<file path="src/rtl/timing_decode_unit_if.sv">
// Control/status bundle between the instruction control logic and timing_decode_unit.
// Optional sc_wrap_err member present only when SC_WRAP_ERR_EN is defined.
interface timing_decode_unit_if #(
   parameter int SC_W  = 3,
   parameter int OPC_W = 3
);
   logic                  start;
   logic                  halt;
   logic                  sc_clr;
   logic                  dec_en;
   logic [OPC_W-1:0]      ir_opc;
   logic                  ir_i;
   logic [(2**SC_W)-1:0]  T;
   logic [(2**OPC_W)-1:0] D;
   logic                  I;
   logic                  S;
   logic [SC_W-1:0]       sc;
`ifdef SC_WRAP_ERR_EN
   logic                  sc_wrap_err;
`endif

   modport master (
      output start, halt, sc_clr, dec_en, ir_opc, ir_i,
`ifdef SC_WRAP_ERR_EN
      input  sc_wrap_err,
`endif
      input  T, D, I, S, sc
   );

   modport slave (
      input  start, halt, sc_clr, dec_en, ir_opc, ir_i,
`ifdef SC_WRAP_ERR_EN
      output sc_wrap_err,
`endif
      output T, D, I, S, sc
   );
endinterface

</file>
<file path="src/rtl/timing_decode_unit.sv">
// Timing/opcode decoder: run flag S, sequence counter, one-hot T and registered one-hot D/I.
// Define SC_WRAP_ERR_EN to add the sticky sc_wrap_err flag for an unclr'd counter wrap.
module timing_decode_unit #(
   parameter int SC_W  = 3,
   parameter int OPC_W = 3
) (
   input logic                  clk,
   input logic                  rst,
   timing_decode_unit_if.slave  bus
);
   localparam int T_W   = 2**SC_W;
   localparam int D_W   = 2**OPC_W;
   localparam logic [SC_W-1:0] SC_MAX = '1;

   logic             s_q,   s_nxt;
   logic [SC_W-1:0]  sc_q,  sc_nxt;
   logic [D_W-1:0]   d_q,   d_nxt;
   logic             i_q,   i_nxt;

   // NOTE: every variable written here gets a default first, so no path can infer a latch.
   always_comb begin
      s_nxt  = s_q;
      sc_nxt = '0;
      d_nxt  = d_q;
      i_nxt  = i_q;

      if (bus.halt)
         s_nxt = 1'b0;
      else if (bus.start)
         s_nxt = 1'b1;

      // Counter only advances while running; halt and sc_clr both restart the instruction.
      if (s_q && !bus.halt && !bus.sc_clr)
         sc_nxt = sc_q + 1'b1;

      if (s_q && bus.dec_en) begin
         d_nxt = D_W'(1) << bus.ir_opc;
         i_nxt = bus.ir_i;
      end
   end

   // NOTE: sequential state uses non-blocking assignments so all registers update together.
   always_ff @(posedge clk) begin
      if (rst) begin
         s_q  <= 1'b0;
         sc_q <= '0;
         d_q  <= '0;
         i_q  <= 1'b0;
      end else begin
         s_q  <= s_nxt;
         sc_q <= sc_nxt;
         d_q  <= d_nxt;
         i_q  <= i_nxt;
      end
   end

`ifdef SC_WRAP_ERR_EN
   logic wrap_err_q;

   always_ff @(posedge clk) begin
      if (rst)
         wrap_err_q <= 1'b0;
      else if (s_q && (sc_q == SC_MAX) && !bus.sc_clr && !bus.halt)
         wrap_err_q <= 1'b1;
   end

   assign bus.sc_wrap_err = wrap_err_q;
`endif

   assign bus.T  = s_q ? (T_W'(1) << sc_q) : '0;
   assign bus.D  = d_q;
   assign bus.I  = i_q;
   assign bus.S  = s_q;
   assign bus.sc = sc_q;
endmodule

</file>
<file path="src/flat_wrapper.sv">
// flat-port wrapper written by rule: the top's interface ports become plain ports
module timing_decode_unit_flat 
#(
   parameter int SC_W  = 3,
   parameter int OPC_W = 3
)
  (clk, rst, bus_start, bus_halt, bus_sc_clr, bus_dec_en, bus_ir_opc, bus_ir_i, bus_T, bus_D, bus_I, bus_S, bus_sc);
  timing_decode_unit_if #(.SC_W(SC_W), .OPC_W(OPC_W)) bus_i ();
  input logic clk;
  input logic rst;
  input wire logic [$bits(bus_i.start)-1:0] bus_start;
  input wire logic [$bits(bus_i.halt)-1:0] bus_halt;
  input wire logic [$bits(bus_i.sc_clr)-1:0] bus_sc_clr;
  input wire logic [$bits(bus_i.dec_en)-1:0] bus_dec_en;
  input wire logic [$bits(bus_i.ir_opc)-1:0] bus_ir_opc;
  input wire logic [$bits(bus_i.ir_i)-1:0] bus_ir_i;
  output wire logic [$bits(bus_i.T)-1:0] bus_T;
  output wire logic [$bits(bus_i.D)-1:0] bus_D;
  output wire logic [$bits(bus_i.I)-1:0] bus_I;
  output wire logic [$bits(bus_i.S)-1:0] bus_S;
  output wire logic [$bits(bus_i.sc)-1:0] bus_sc;
  assign bus_i.start = bus_start;
  assign bus_i.halt = bus_halt;
  assign bus_i.sc_clr = bus_sc_clr;
  assign bus_i.dec_en = bus_dec_en;
  assign bus_i.ir_opc = bus_ir_opc;
  assign bus_i.ir_i = bus_ir_i;
  assign bus_T = bus_i.T;
  assign bus_D = bus_i.D;
  assign bus_I = bus_i.I;
  assign bus_S = bus_i.S;
  assign bus_sc = bus_i.sc;
  timing_decode_unit #(.SC_W(SC_W), .OPC_W(OPC_W)) u_core (.clk(clk), .rst(rst), .bus(bus_i));
endmodule
</file>
<file path="config.mk">
export PLATFORM = sky130hd
export DESIGN_NAME = timing_decode_unit_flat
export DESIGN_NICKNAME = d
export VERILOG_FILES = /design/src/rtl/timing_decode_unit_if.sv /design/src/rtl/timing_decode_unit.sv /design/src/flat_wrapper.sv
export SDC_FILE = /design/constraint.sdc
export NUM_CORES = 1
export LEC_CHECK = 0
export CORE_MARGIN = 2
export CORE_UTILIZATION = 35
export DETAILED_ROUTE_END_ITERATION = 12
export HOLD_SLACK_MARGIN = 0.1
export PLACE_DENSITY = 0.71
export SLEW_MARGIN = 10
export SYNTH_ARGS = -nofsm -noshare
export SYNTH_HDL_FRONTEND = slang
export SYNTH_SLANG_ARGS = --single-unit
</file>
<file path="constraint.sdc">
create_clock -name clk -period 1 [get_ports clk]
set_clock_uncertainty 0.05 [all_clocks]
set_input_delay 0.25 -clock clk [delete_from_list [all_inputs] [get_ports clk]]
set_output_delay 0.25 -clock clk [all_outputs]
set_load 0.02 [all_outputs]
</file>
* After elaboration in Yosys (flattened, before gate mapping)
Cells that the tools add are included.
Operators by class: add/sub/neg operators 1, shift-type cells 2, multiplexer cells 1, bitwise operators 1, reductions and logical operators 7
Operators with widths (number):
- left shift 1 x 3 -> 8 bit, first input constant | 2
- two-way mux 8 bit | 1
- OR reduction 2 bit | 2
- adder 3 x 1 -> 3 bit, second input constant | 1
- logical AND 1 bit | 3
- zero test 1 bit | 2
- inverter 1 bit | 1
Word-level totals: register bits after elaboration 13, input port bits 10, output and inout bits 21

* Logic depth before layout (Yosys ltp)
depth in word-level cells 5, depth in mapped cells 4

* Worst setup path after synthesis
OpenSTA, ideal clock, no wires.
kind reg-to-output, from register u_core.sc_q[0], in the netlist u_core.bus.sc[0], to output port bus_T[7], arrival 1044 ps, data required time 700 ps, slack -344 ps, stages on the path, launching flop included 4, path buffers 0, cells stage by stage dfxtp_1 -> ha_1 -> ha_1 -> and2_1
Between the ends: longest elaborated chain between the ends 2
Ends and longest elaborated chain:
- start, declared | line timing_decode_unit.sv:16 | logic [SC_W-1:0] sc_q, sc_nxt;
- start signal, assigned | line timing_decode_unit.sv:51 | sc_q <= sc_nxt;
- left shift 1 x 3 -> 8 bit | line timing_decode_unit.sv:70 | assign bus.T = s_q ? (T_W'(1) << sc_q) : '0;
- two-way mux 8 bit | line timing_decode_unit.sv:70
- end, declared | line flat_wrapper.sv:17 | output wire logic [$bits(bus_i.T)-1:0] bus_T;
Every way passes these cells.

* Worst setup path in the final report
from register u_core.sc_q[0], in the netlist u_core.bus.sc[0], to output port bus_T[3]
The elaborated chain is that of the path after synthesis.

==> reports/results.ini <==
[synthesis]
synth.distinct_cells=20
ys_ff_latch=13
syn_avg_cell_area_um2=9.61
synth_flop_cell=dfxtp_1
ys_seq_area_share_pct=41.0
yosysWarnings=0
syn_area_um2=634
netlist_instances=66
synth_edf_count=0
synthArstFlopShare_pct=0
syn_nets=82

[pwr]
p_leak_nw=0.571
power_density_nw_per_um2=743
power_frac_seq_pct=51.3
p_switching_uw=247
ir_drop_uv=806
p_int_uw=768
switching_share_pct=24.4
p_clk_share_pct=31.0
power_frac_comb_pct=17.7

[placement]
post-place-ws_ns=-0.666
io_buffers=30
dp.cells=131
post-dp-hpwl_um=1180
place_congestion=0.721
placed_area_um2=1130

[critical_path]
cp_slowest_stage_delay_ns=0.37
worstPathRequired_ns=0.70
crit_slowest_cell=dfxtp_4
crit_path_cell_trace=ha_4, ha_4, and2_4, buf_6
cp-start-kind=flip-flop
path_common_cell=ha_4
rr_worst_depth=4
path_class=reg -> out
arrival_ns=1.23
critPathCaptureType=primary output
critPathMaxFanout=5

[clock_tree]
clockBufferDepth=2
clk_pin_slew_ns=0.08
numClockSinks=13
cts_root_buffer=clkbuf_4
htree_levels=1
clk_latency_ns=0.27
tritoncts=yes
numCtsBuffers=3

[timing]
slew_violations=0
setup_slack_ns=-0.528
rsz0062_at_grt=true
period_needed_ns=1.53
slew_headroom_pct=82.6
hold_viol=0
setup_violations=34
fmax_mhz=655
fin_crit_sh_pct=153
tightest_slew_ns=0.261

[global_routing]
grt_max_degree=9
grt.total_usage_pct=17.4
first_global_vias=654
grt_overflow=0
grt_pass1_wl_um=2730
antenna_found_initial=0

[run_status]
status=complete, but fails checks
violations=setup timing

[run]
maxCapViolations=0

[die]
rows=15
start_util_pct=37.1
chipWidth_um=46.6
die_area_um2=2170
io_pins=31
die_h_um=46.6
core_um2=1710

[finish]
area_delta_synth_final_pct=115
stdcell_area_um2=1370
layout_commonest_cell=buf_6
drive_gt1_share_pct=72.7
antennaDiodeCount=0
mostFrequentLayoutCells=24 x buf_6, 21 x buf_4, 9 x dfxtp_2
stdcell_count=146
layout.nets=138

[hold_path]
min_path_type=in -> reg
holdPathStages=3

[drt]
via_per_inst=4.75
drt_first_iter_violations=8
detail_route.wl_per_cell_um=12.5
vias=694
firstDrtPassIters=4
drc_errors=0
wirelength_um=1820
ant_nets=0

-- worst paths after layout --
check	startpoint	slack, ns	endpoint
hold / removal	bus_ir_opc[1]	0.34	u_core.bus.D[4]
hold reg to reg	u_core.bus.sc[0]	0.41	u_core.bus.sc[0]
setup reg to reg	u_core.bus.S	-0.29	u_core.bus.sc[1]
setup / recovery	u_core.bus.sc[0]	-0.53	bus_T[3]
-- worst max-delay path: cells and delay by family (launching register included) --
kind                     cells  cell delay (ns)
AND/OR/NAND/NOR              1             0.13
buffers and inverters        1             0.12
flip-flops                   1             0.37
adder cells (fa/ha/maj)      2             0.33
-- cell families (layout without fill, tap and decap cells) --
| logic type | count (synthesis) | count (layout) | share of synthesized area (%) |
|---|---|---|---|
| buffers and inverters | 11 | 66 | 6.71 |
| adder cells (fa/ha/maj) | 6 | 6 | 11.8 |
| AO/OA/AOI/OAI | 8 | 8 | 10.7 |
| flip-flops | 13 | 13 | 41.0 |
| multiplexers | 2 | 2 | 3.16 |
| AND/OR/NAND/NOR | 26 | 26 | 26.6 |
-- layout make-up --
type	count	area [um2]
sequential	13	287
fill	103	342
multi-input combinational	42	479
clock inverter	1	5.00
tap	25	31.3
timing repair buffer	54	512
inverter	8	30.0
clock buffer	3	22.5
-- cells in the mapped netlist, drive strengths merged, types with 2 or more instances --
cell type | instances | area share (%)
and3 | 6 | 5.9
and2 | 3 | 3.0
or4b | 2 | 3.2
o32ai | 6 | 8.3
nor2 | 4 | 2.4
clkbuf | 2 | 1.2
nand4bb | 2 | 3.6
nand2b | 4 | 3.9
dfxtp | 13 | 41
inv | 8 | 4.7
ha | 6 | 12
mux2i | 2 | 3.2
-- metal layers --
layer | up-vias | part of all wire, % | GRT usage [%]
li1 | 340 | - | -
met5 | - | 0 | 0
met4 | 0 | 0.44 | 3.43
met3 | 2 | 5.7 | 1.57
met1 | 329 | 40 | 20.7
met2 | 23 | 54 | 33.3
-- what timing repair did --
item                       4_1_cts  5_1_grt
hold endpoints to repair         0        0
buffers inserted                 8        4
hold buffers                     0        0
setup endpoints to repair       33       34
pin swaps                        6        8
gates resized for setup        151       10
-- per-stage QoR --
step / power, mW / util [%] / hold WS [ns] / setup TNS (ns)
2_1_floorplan: 0.583 / - / 0.269 / -1.17
3_3_place_gp: 0.673 / 66.4 / 0.386 / -13.96
3_5_place_dp: 0.675 / 66.4 / 0.390 / -14.36
4_1_cts: 1.01 / 75.8 / 0.335 / -7.95
5_1_grt: 1.05 / 80.0 / 0.357 / -9.22
6_report: 1.02 / 80.0 / 0.336 / -7.95
-- power groups by stage --
stage | clock network, mW | registers, mW | logic [mW]
after detailed placement | 0 | 0.533 | 0.142
final | 0.315 | 0.521 | 0.180
after global routing | 0.340 | 0.522 | 0.192
after global placement | 0 | 0.533 | 0.140
after CTS | 0.321 | 0.520 | 0.168
after floorplan | 0 | 0.539 | 0.0442
-- flip-flops by register name (all words and copies together) (netlist names) --
signal and count:
u_core.bus.I 1, u_core.bus.S 1, u_core.bus.D 8, u_core.bus.sc 3
Power figures use the tool's default switching activity.
